[src/rtl/pwm_cycle_bank.sv]
// pwm_cycle_bank: multi-channel LED brightness cycler.
// One shared PWM counter drives every channel, so all LEDs stay phase-aligned.
// Each channel has its own prescaler, which paces its brightness level.
// The 2-bit mode selects off, on, breathe (triangle) or blink (0/MAX toggle).
// Level, direction and prescaler state persist across mode changes; only reset clears them.
module pwm_cycle_bank #(
  parameter int CHANNELS = 3,
  parameter int SPEED_W  = 16,
  parameter int PWM_W    = 8
) (
  input  logic                          clk,
  input  logic                          rst,
  input  logic                          enable,
  input  logic [CHANNELS*SPEED_W-1:0]   speed,
  input  logic [CHANNELS*2-1:0]         mode,
  output logic [CHANNELS-1:0]           led,
  output logic                          pwm_wrap
);

  typedef enum logic [1:0] {
    MODE_OFF     = 2'b00,
    MODE_ON      = 2'b01,
    MODE_BREATHE = 2'b10,
    MODE_BLINK   = 2'b11
  } mode_e;

  localparam logic [PWM_W-1:0]   LVL_MAX  = '1;
  localparam logic [PWM_W-1:0]   LVL_ZERO = '0;
  localparam logic [PWM_W-1:0]   LVL_ONE  = {{(PWM_W-1){1'b0}}, 1'b1};
  localparam logic [SPEED_W-1:0] SPD_ZERO = '0;
  localparam logic [SPEED_W-1:0] SPD_ONE  = {{(SPEED_W-1){1'b0}}, 1'b1};

  // Per-channel views of the flat input buses.
  logic [CHANNELS-1:0][SPEED_W-1:0] speed_ch;
  logic [CHANNELS-1:0][1:0]         mode_ch;

  assign speed_ch = speed;
  assign mode_ch  = mode;

  logic [PWM_W-1:0]                 pwm_cnt_q, pwm_cnt_d;
  logic                             pwm_wrap_q, pwm_wrap_d;
  logic [CHANNELS-1:0]              led_q, led_d;
  logic [CHANNELS-1:0][SPEED_W-1:0] presc_q, presc_d;
  logic [CHANNELS-1:0][PWM_W-1:0]   level_q, level_d;
  // 1 = stepping down; meaningful only in breathe mode.
  logic [CHANNELS-1:0]              dir_down_q, dir_down_d;
  logic [CHANNELS-1:0]              tick;

  // Next-state logic for the shared counter, the prescalers, the levels and the outputs.
  always_comb begin
    pwm_cnt_d  = pwm_cnt_q + LVL_ONE;
    pwm_wrap_d = (pwm_cnt_q == LVL_MAX);
    presc_d    = presc_q;
    level_d    = level_q;
    dir_down_d = dir_down_q;
    tick       = '0;
    led_d      = '0;

    for (int i = 0; i < CHANNELS; i++) begin
      // A zero speed disables ticking entirely; the >= compare keeps a
      // speed reduction from overshooting the terminal count.
      if (enable) begin
        if (speed_ch[i] == SPD_ZERO) begin
          presc_d[i] = SPD_ZERO;
        end else if (presc_q[i] >= (speed_ch[i] - SPD_ONE)) begin
          presc_d[i] = SPD_ZERO;
          tick[i]    = 1'b1;
        end else begin
          presc_d[i] = presc_q[i] + SPD_ONE;
        end
      end

      if (tick[i]) begin
        case (mode_e'(mode_ch[i]))
          MODE_BREATHE: begin
            if (!dir_down_q[i]) begin
              // Level may already sit at MAX if blink left it there; turn around rather than wrap.
              if (level_q[i] == LVL_MAX) begin
                level_d[i]    = level_q[i] - LVL_ONE;
                dir_down_d[i] = 1'b1;
              end else begin
                level_d[i] = level_q[i] + LVL_ONE;
                if (level_q[i] + LVL_ONE == LVL_MAX) dir_down_d[i] = 1'b1;
              end
            end else begin
              if (level_q[i] == LVL_ZERO) begin
                level_d[i]    = level_q[i] + LVL_ONE;
                dir_down_d[i] = 1'b0;
              end else begin
                level_d[i] = level_q[i] - LVL_ONE;
                if (level_q[i] == LVL_ONE) dir_down_d[i] = 1'b0;
              end
            end
          end
          MODE_BLINK: begin
            level_d[i] = (level_q[i] != LVL_ZERO) ? LVL_ZERO : LVL_MAX;
          end
          default: begin
            level_d[i] = level_q[i];
          end
        endcase
      end

      case (mode_e'(mode_ch[i]))
        MODE_OFF: led_d[i] = 1'b0;
        MODE_ON:  led_d[i] = 1'b1;
        default:  led_d[i] = (pwm_cnt_q < level_q[i]);
      endcase
    end
  end

  // State registers with synchronous active-low reset.
  always_ff @(posedge clk) begin
    if (!rst) begin
      pwm_cnt_q  <= '0;
      pwm_wrap_q <= 1'b0;
      led_q      <= '0;
      presc_q    <= '0;
      level_q    <= '0;
      dir_down_q <= '0;
    end else begin
      pwm_cnt_q  <= pwm_cnt_d;
      pwm_wrap_q <= pwm_wrap_d;
      led_q      <= led_d;
      presc_q    <= presc_d;
      level_q    <= level_d;
      dir_down_q <= dir_down_d;
    end
  end

  assign led      = led_q;
  assign pwm_wrap = pwm_wrap_q;

endmodule

[config.mk]
export PLATFORM = sky130hd
export DESIGN_NAME = pwm_cycle_bank
export DESIGN_NICKNAME = d
export VERILOG_FILES = /design/src/rtl/pwm_cycle_bank.sv
export SDC_FILE = /design/constraint.sdc
export NUM_CORES = 1
export LEC_CHECK = 0
export BUFFER_PORTS_ARGS = -buffer_cell sky130_fd_sc_hd__buf_4
export CORE_MARGIN = 3
export CORE_UTILIZATION = 64
export DETAILED_ROUTE_END_ITERATION = 16
export PLACE_DENSITY_LB_ADDON = 0.3
export SYNTH_ARGS = -nofsm -noshare
export SYNTH_HDL_FRONTEND = slang
export SYNTH_SLANG_ARGS = --single-unit
[constraint.sdc]
create_clock -name clk -period 10.6 [get_ports clk]
set_clock_uncertainty 0.05 [all_clocks]
set_input_delay 0.53 -clock clk [delete_from_list [all_inputs] [get_ports clk]]
set_output_delay 0.53 -clock clk [all_outputs]
set_load 0.1 [all_outputs]
# ---- After elaboration in Yosys (flattened, before gate mapping)
# Index checks and enable logic that the tools add are counted.
dict set report totals {
  ff_bits 87
  word_cells 119
}
dict set report op_classes {
  add_sub_neg 13
  magnitude_cmp 6
  n_eq_ne 19
  n_mux 48
  reduce_logical 21
}
# cell n
set ops {}
lappend ops {{2-to-1 mux 16 bit} 6}
lappend ops {{2-to-1 mux 8 bit} 12}
lappend ops {{equality test 8 bit, second input constant} 7}
lappend ops {{adder 16 x 1 -> 16 bit, second input constant} 3}
lappend ops {{greater-or-equal comparator 16 bit} 3}
lappend ops {{zero test 16 bit} 3}
lappend ops {{one-hot mux 8 bit (2 select lines)} 3}
lappend ops {{subtractor 16 x 1 -> 16 bit, second input constant} 3}
lappend ops {{adder 8 x 1 -> 8 bit, second input constant} 4}
lappend ops {{equality test 8 x 1 -> 1 bit, second input constant} 3}
lappend ops {{zero test 8 bit} 3}
lappend ops {{less-than comparator 8 bit} 3}
lappend ops {{2-to-1 mux 1 bit} 24}
lappend ops {{nonzero test 8 bit} 3}
lappend ops {{subtractor 8 x 1 -> 8 bit, second input constant} 3}
lappend ops {{equality test 2 bit, second input constant} 6}
lappend ops {{AND reduction 2 bit} 6}
lappend ops {{equality test 2 x 1 -> 1 bit, second input constant} 3}
lappend ops {{zero test 2 bit} 3}
lappend ops {{one-hot mux 1 bit (2 select lines)} 3}
lappend ops {{nonzero test 2 bit} 3}

# ---- Longest topological paths before layout
# Gate-level depths: netlist (run 1).
dict set report logic_depth {
  word_depth 6
  mapped_depth 14
}

# ---- Worst setup path after synthesis (run 1)
# OpenSTA, ideal clock, no wires.
dict set report synth_timing {
  path_type {input to register}
  startpoint {input speed[0]}
  endpoint {register presc_q[8] in the netlist's numbering}
  arrival_ns 3.599
  slack_ns 6.889
  path_stages 14
  path_cell_list {inv_1 ha_1 or4b_4 or4_4 nor4_1 xnor2_1 ha_1 o21ai_0 nor2_1 a211oi_1 and4b_4 o21ai_4 buf_12 nor2_4}
}
dict set report synth_between {
  elab_chain_cells 4
  elab_cells_between_ends 5
  classes_between {add/sub: 1; order compare: 1; mux: 2; reduce/logical: 1}
}
# element line
set synth_lines {}
lappend synth_lines {{start: declaration} 14} ;# input logic [CHANNELS*SPEED_W-1:0] speed,
lappend synth_lines {{subtractor 16 x 1 -> 16 bit} 65} ;# end else if (presc_q[i] >= (speed_ch[i] - SPD_ONE)) begin
lappend synth_lines {{greater-or-equal comparator 16 bit} 65}
lappend synth_lines {{2-to-1 mux 16 bit} 65}
lappend synth_lines {{2-to-1 mux 16 bit (*)} 63} ;# if (speed_ch[i] == SPD_ZERO) begin
lappend synth_lines {{end signal: assignment} 125} ;# presc_q <= presc_d;
lappend synth_lines {{end: declaration} 43} ;# logic [CHANNELS-1:0][SPEED_W-1:0] presc_q, presc_d;
# Mark *: on every way between the ends. The rest lies on a longest branch, timed or not.
# A chain may end at the register's enable or synchronous reset.

# ---- Worst setup path in the final report (run 1)
dict set report layout_timing {
  startpoint {input speed[19]}
  endpoint {register presc_q[27] in the netlist's numbering}
}
# The elaborated chain is that of the path after synthesis.

==> impl_metrics.tcl, run 1 <==
set metrics [dict create \
    outcome "finished clean" \
    path_class "input pin to flop" \
    synth_edf_count 0 \
    cts_max_level 3 \
    cp_max_fo 23 \
    antennaDiodeCount 0 \
    grt_max_degree 30 \
    worst_pin_slew_ps 1190 \
    start_util_pct 67.4 \
    dp_hpwl_mm 13.2 \
    hold_viol 0 \
    reg2reg_depth 8 \
    antenna_found_initial 0 \
    cp-endpoint "presc_q[27]$_SDFFE_PN0P_" \
    worstReg2RegEnd "presc_q[27]$_SDFFE_PN0P_" \
    grt-ovfl-total 0 \
    hold_path.class "flop to flop" \
    cp_num_cells 14 \
    vias 7184 \
    core_area_um2 11200 \
    finalCritPeriodShare_pct 39.8 \
    postCtsSetupBuffers 0 \
    required_ps 10840 \
    die_area_um2 13100 \
    path_buf_inv 1 \
    setup_ws_ps 6380 \
    nets 1138 \
    synth_cell_types 78 \
    setup_tns_ps 0 \
    via_per_inst 6.32 \
    p_leak_nw 3.23 \
    numCtsBuffers 9 \
    die_w_um 114 \
    yosys_warnings 0 \
    fmax_ghz 0.237 \
    synth_flop_cell "dfxtp_1" \
    syn_area_um2 7530 \
    yosys_register_bits 87 \
    worst-r2r-setup-slack_ps 7100 \
    io_pins 61 \
    p_total_mw 0.762 \
    critical_path_arrival_ps 4450 \
    cts-resized-gates 0 \
    maxCapViolations 0 \
    seq_area_um2 1740 \
    fill_cells 902 \
    rsz0062_at_grt "false" \
    instances_no_fill 1137 \
    dp.cells 1121 \
    hold_start "pwm_cnt_q[0]$_SDFF_PN0_" \
    crit_family "simple AND/OR/NAND/NOR gates" \
    cts_hold_buf 0 \
    fin_util_pct 74.4 \
    grt_pass1_vias 6620 \
    drt-total-wl_mm 17.5 \
    critical_path.cell_chain "buf_4, nor2_1, nand3_1, or3_1, nand3b_1, nor3_1, xnor2_1, ha_1, nand4_1, nor3_1, a311oi_1, nand4_1, nor4_1, a21o_1" \
    num_rows 38 \
    setup_violations 0 \
    slew_headroom_pct 20.1 \
    multiInputGateArea_um2 5440 \
    synthesis.nets 1099 \
    ant_nets 0 \
    cp_slowest_cell "nand4_1" \
    drive_gt1_share_pct 10.9 \
    ys_async_sr_fraction_pct 0 \
    areaGrowthSynthToFinish_pct 10.4 \
    seq_area_frac_synth_pct 23.1 \
    endpoint_kind "flop" \
    cts-root-buf "clkbuf_16" \
    cp-start-kind "input pin" \
    cts_buffer_depth 2 \
    cts_tree "yes" \
    gp_congestion 0.937 \
    routedWlPerCell_um 15.4 \
    grt_pass1_wl_mm 30.0 \
    drt-initial-drc-count 591 \
    drcViolationCount 0 \
    post-place-ws_ps 6180 \
    avgSynthCellArea_um2 7.89 \
    most-common-layout-cells "nor2_1, ha_1, dfxtp_1, nand2_1, buf_4" \
    drt_first_pass_iters 6 \
    numClockSinks 87 \
    clk-insertion-delay-late_ps 340 \
    irDropWorstVdd_uv 64.1 \
    die_h_um 114 \
    p_per_area_nw_per_um2 91.6 \
    slew_violations 0 \
    clk_pin_slew_ps 60 \
    syn_inst 954 \
    crit_start "speed[19]" \
    max_stage_delay_ps 780 \
    min_period_ps 4220 \
    numPortBuffers 60 \
    track_usage_pct 27.3 \
    r2r_start "presc_q[16]$_SDFFE_PN0P_" \
]
## state kept, by name, indices dropped and copies added (netlist names)
name / flops
pwm_cnt_q: 8
presc_q: 48
led: 3
pwm_wrap: 1
dir_down_q: 3
level_q: 24
## through the flow
stage,hold WS (ps),area (um^2)
global placement,410,8010
detailed placement,435,8010
finish,448,8320
CTS,444,8310
floorplan,385,7530
global route,481,8320
## power by group
part | internal, mW | total, mW | switching [mW] | leakage (nW)
clock network | 0.194 | 0.318 | 0.125 | 0.145
registers | 0.331 | 0.336 | 0.00470 | 0.703
logic | 0.0469 | 0.108 | 0.0613 | 2.39
## worst register-to-register path: stages, from the launching register on
cell and delay (ps):
dfxtp_1 380, inv_1 90, ha_1 270, nand2b_1 150, a2111o_1 410, a311oi_1 610, nand4_1 780, nor4_1 580
a21o_1 120
## worst min path at each step
stage / endpoint / slack (ps) / depth (start not counted)
final: pwm_cnt_q[0]$_SDFF_PN0_ / 450 / 1
after global routing: presc_q[1]$_SDFFE_PN0P_ / 480 / 2
after CTS: dir_down_q[0]$_SDFFE_PN0P_ / 440 / 3
after detailed placement: pwm_cnt_q[0]$_SDFF_PN0_ / 440 / 1
after global placement: pwm_cnt_q[0]$_SDFF_PN0_ / 410 / 1
after floorplan: pwm_cnt_q[0]$_SDFF_PN0_ / 390 / 1
## kinds of logic (layout without fill, tap and decap cells)
family / after synthesis / count (layout) / share of synthesized area [%]
simple gates: 391 / 391 / 27.0
compound gates: 208 / 208 / 19.6
fa+ha+maj: 88 / 88 / 14.6
flops: 87 / 87 / 23.1
buf+inv: 87 / 130 / 4.65
xor+xnor: 83 / 83 / 9.65
mux: 10 / 10 / 1.36
## layer usage
metal  up-vias  GRT usage (%)  share of wire, %
li1       3582              -                 -
met1      3307           36.9                46
met2       264           44.4                46
met3        31           4.18               6.3
met4         0           9.42               1.9
met5         -              0                 0
## Yosys cell counts (4+ instances only)
master      n  area, um^2
nand4_1    25         156
nand2_1    82         308
or4_1       5        37.5
and3_1     12        75.1
o31ai_1    14         105
o32ai_1     4        35.0
clkbuf_1   25        93.8
o31a_1      6        52.6
buf_1       4        15.0
and2_1      5        31.3
nor3b_1     5        37.5
nor4_1     21         131
or3_1       6        37.5
o2bb2ai_1   7        61.3
a21oi_1    32         160
xnor2_1    47         412
xor2_1     36         315
o21ai_0    40         200
nand3_1    52         260
and4_1      6        52.6
a31oi_1    18         113
ha_1       88        1100
a21o_1     20         150
nor3_1     45         225
nor2_4     10         113
mux2i_1     8        80.1
inv_1      52         195
a21boi_0    7        52.6
dfxtp_1    87        1740
nor2_1     88         330
nand2b_1    8        50.1
a31o_2      5        43.8
a211oi_1    9        67.6
## area by class of cell
class / count / share of cell area (%)
Multi-Input combinational cell: 780 / 65.4
Sequential cell: 87 / 20.9
Inverter: 53 / 2.39
Timing Repair Buffer: 62 / 5.57
Clock inverter: 3 / 0.512
Clock buffer: 12 / 3.08
Tap cell: 140 / 2.11
Power figures use the tool's default switching activity.
==> run 2: changes to the inputs <==
--- a/config.mk
+++ b/config.mk
@@ -7,7 +7,7 @@
 export LEC_CHECK = 0
 export BUFFER_PORTS_ARGS = -buffer_cell sky130_fd_sc_hd__buf_4
 export CORE_MARGIN = 3
-export CORE_UTILIZATION = 64
+export CORE_UTILIZATION = 56
 export DETAILED_ROUTE_END_ITERATION = 16
 export PLACE_DENSITY_LB_ADDON = 0.3
 export SYNTH_ARGS = -nofsm -noshare
==> constraint.sdc (replaced) <==
create_clock -name clk -period 3.75 [get_ports clk]
set_clock_uncertainty 0.05 [all_clocks]
set_input_delay 0.1875 -clock clk [delete_from_list [all_inputs] [get_ports clk]]
set_output_delay 0.1875 -clock clk [all_outputs]
set_load 0.1 [all_outputs]
==> run 2 against run 1 <==
  * Final area is 1.8% higher
  * Sequential share of layout area is 0.37 points lower
  * Via count is 1.7% lower
  * Non-clock buffer count is 9 higher
  * Worst hold slack worse by 340 ps
  * Utilization is 8.7 points lower
  * Die area is 14% higher
  * Combinational power grew to 2.9 times the previous value
  * Setup slack worse by 6100 ps
  * Critical path type unchanged
==> impl_metrics.tcl, run 2 (synthesized netlist as in run 1, its figures left out) <==
set metrics [dict create \
    p_total_mw 2.29 \
    drt-total-wl_mm 17.1 \
    worst_pin_slew_ps 819 \
    grt_pass1_vias 6458 \
    drcViolationCount 0 \
    grt_max_degree 30 \
    met3_usage_pct 3.39 \
    dp.cells 1163 \
    p_comb_share_pct 13.5 \
    r2r_start "presc_q[16]$_SDFFE_PN0P_" \
    instances_no_fill 1179 \
    num_rows 41 \
    clkPwrFrac_pct 45.1 \
    die_h_um 122 \
    path_class "input pin to flop" \
    antennaDiodeCount 0 \
    worstReg2RegEnd "presc_q[26]$_SDFFE_PN0P_" \
    finalCritPeriodShare_pct 91.2 \
    busiest_layer "met2" \
    core_area_um2 12900 \
    ant_nets 0 \
    cts_hold_buf 0 \
    via_per_inst 5.99 \
    fmax_ghz 0.292 \
    setup_ws_ps 331 \
    die_w_um 122 \
    start_util_pct 58.5 \
    nets 1147 \
    cts_max_level 3 \
    switching_share_pct 24.0 \
    drt-initial-drc-count 463 \
    postCtsSetupBuffers 0 \
    areaGrowthSynthToFinish_pct 12.4 \
    rsz0062_at_grt "false" \
    numClockSinks 87 \
    fill_cells 1098 \
    critical_path_arrival_ps 3570 \
    endpoint_kind "flop" \
    grt-ovfl-total 0 \
    irDropWorstVdd_uv 208 \
    fin_util_pct 65.8 \
    gp_congestion 0.954 \
    hold_path.class "input pin to flop" \
    largestRegisters "presc_q (48), level_q (24), pwm_cnt_q (8)" \
    required_ps 3900 \
    worst-r2r-setup-slack_ps 920 \
    outcome "finished clean" \
    cts_buffer_depth 2 \
    cp_max_fo 15 \
    seq_power_share_pct 41.5 \
    p_int_mw 1.74 \
    drive_gt1_share_pct 11.6 \
    use_met2_pct 39.3 \
    post-place-ws_ps -67.8 \
    io_pins 61 \
    track_usage_pct 23.9 \
    cp-start-kind "input pin" \
    vias 7060 \
    cp-endpoint "presc_q[4]$_SDFFE_PN0P_" \
    dp_hpwl_mm 12.9 \
    largest_register_ffs 48 \
    antenna_found_initial 0 \
    cts_tree "yes" \
    met1_usage_pct 32.1 \
    cts-root-buf "clkbuf_16" \
    setup_tns_ps 0 \
    routedWlPerCell_um 14.5 \
    top_register "presc_q" \
    cts-resized-gates 0 \
    p_leak_nw 3.29 \
    setup_violations 0 \
    drt_first_pass_iters 5 \
    min_period_ps 3420 \
    reg2reg_depth 9 \
    grt_pass1_wl_mm 29.6 \
    numPortBuffers 60 \
    clk_pin_slew_ps 60 \
    p_per_area_nw_per_um2 270 \
    die_area_um2 14900 \
    clk-insertion-delay-late_ps 350 \
    slew_violations 0 \
    hold_viol 0 \
    numCtsBuffers 9 \
    most-common-layout-cells "nor2_1, ha_1, dfxtp_1, nand2_1, buf_4" \
    crit_start "speed[0]" \
    slew_headroom_pct 45.2 \
    maxCapViolations 0 \
    p_sw_mw 0.549 \
]
-- run 2: per-layer routing --
layer	share of wire [%]	vias to the layer above
met5	0	-
met4	1.8	0
met3	5.7	27
met2	46	217
li1	-	3607
met1	47	3209
-- run 2: power groups by stage --
stage               logic (mW)  clock network (mW)  registers, mW
detailed placement       0.306                   0          0.969
finish                   0.308                1.03          0.949
global placement         0.302                   0          0.969
CTS                      0.309                1.04          0.948
global route             0.345                1.08          0.951
floorplan                0.174                   0          0.985
-- run 2: how the worst min path moves through the flow --
stage / from / end / cells past startpoint
6_report: mode[0] / dir_down_q[0]$_SDFFE_PN0P_ / 3
5_1_grt: mode[0] / dir_down_q[0]$_SDFFE_PN0P_ / 3
4_1_cts: mode[0] / dir_down_q[0]$_SDFFE_PN0P_ / 3
3_5_place_dp: pwm_cnt_q[0]$_SDFF_PN0_ / pwm_cnt_q[0]$_SDFF_PN0_ / 1
3_3_place_gp: pwm_cnt_q[0]$_SDFF_PN0_ / pwm_cnt_q[0]$_SDFF_PN0_ / 1
2_1_floorplan: mode[0] / dir_down_q[0]$_SDFFE_PN0P_ / 2
-- run 2: worst max-delay path: stages --
cell	delay, ps
buf_4	120
inv_1	70
ha_1	200
or4b_4	480
or4_4	490
nor4_1	230
xnor2_1	130
ha_1	300
nand4_1	100
nor2_1	160
nand3_1	110
and4b_4	240
o21ai_4	640
nor2_1	110
-- run 2: per-stage QoR --
| step | cell area (um^2) | hold slack (ps) |
|---|---|---|
| 3_5_place_dp | 8130 | 425 |
| 5_1_grt | 8470 | 132 |
| 4_1_cts | 8470 | 91.9 |
| 6_report | 8470 | 108 |
| 2_1_floorplan | 7530 | 320 |
| 3_3_place_gp | 8130 | 411 |
-- run 2: layout make-up --
| cell class | instances | area [um^2] | share of cell area (%) |
|---|---|---|---|
| clock buffers | 13 | 250 | 2.96 |
| clock inverters | 3 | 90.1 | 1.06 |
| multi-input cells | 780 | 5440 | 64.2 |
| flip-flops and latches | 87 | 1740 | 20.6 |
| well taps | 172 | 215 | 2.54 |
| repair buffers | 71 | 533 | 6.29 |
| inverters | 53 | 199 | 2.35 |
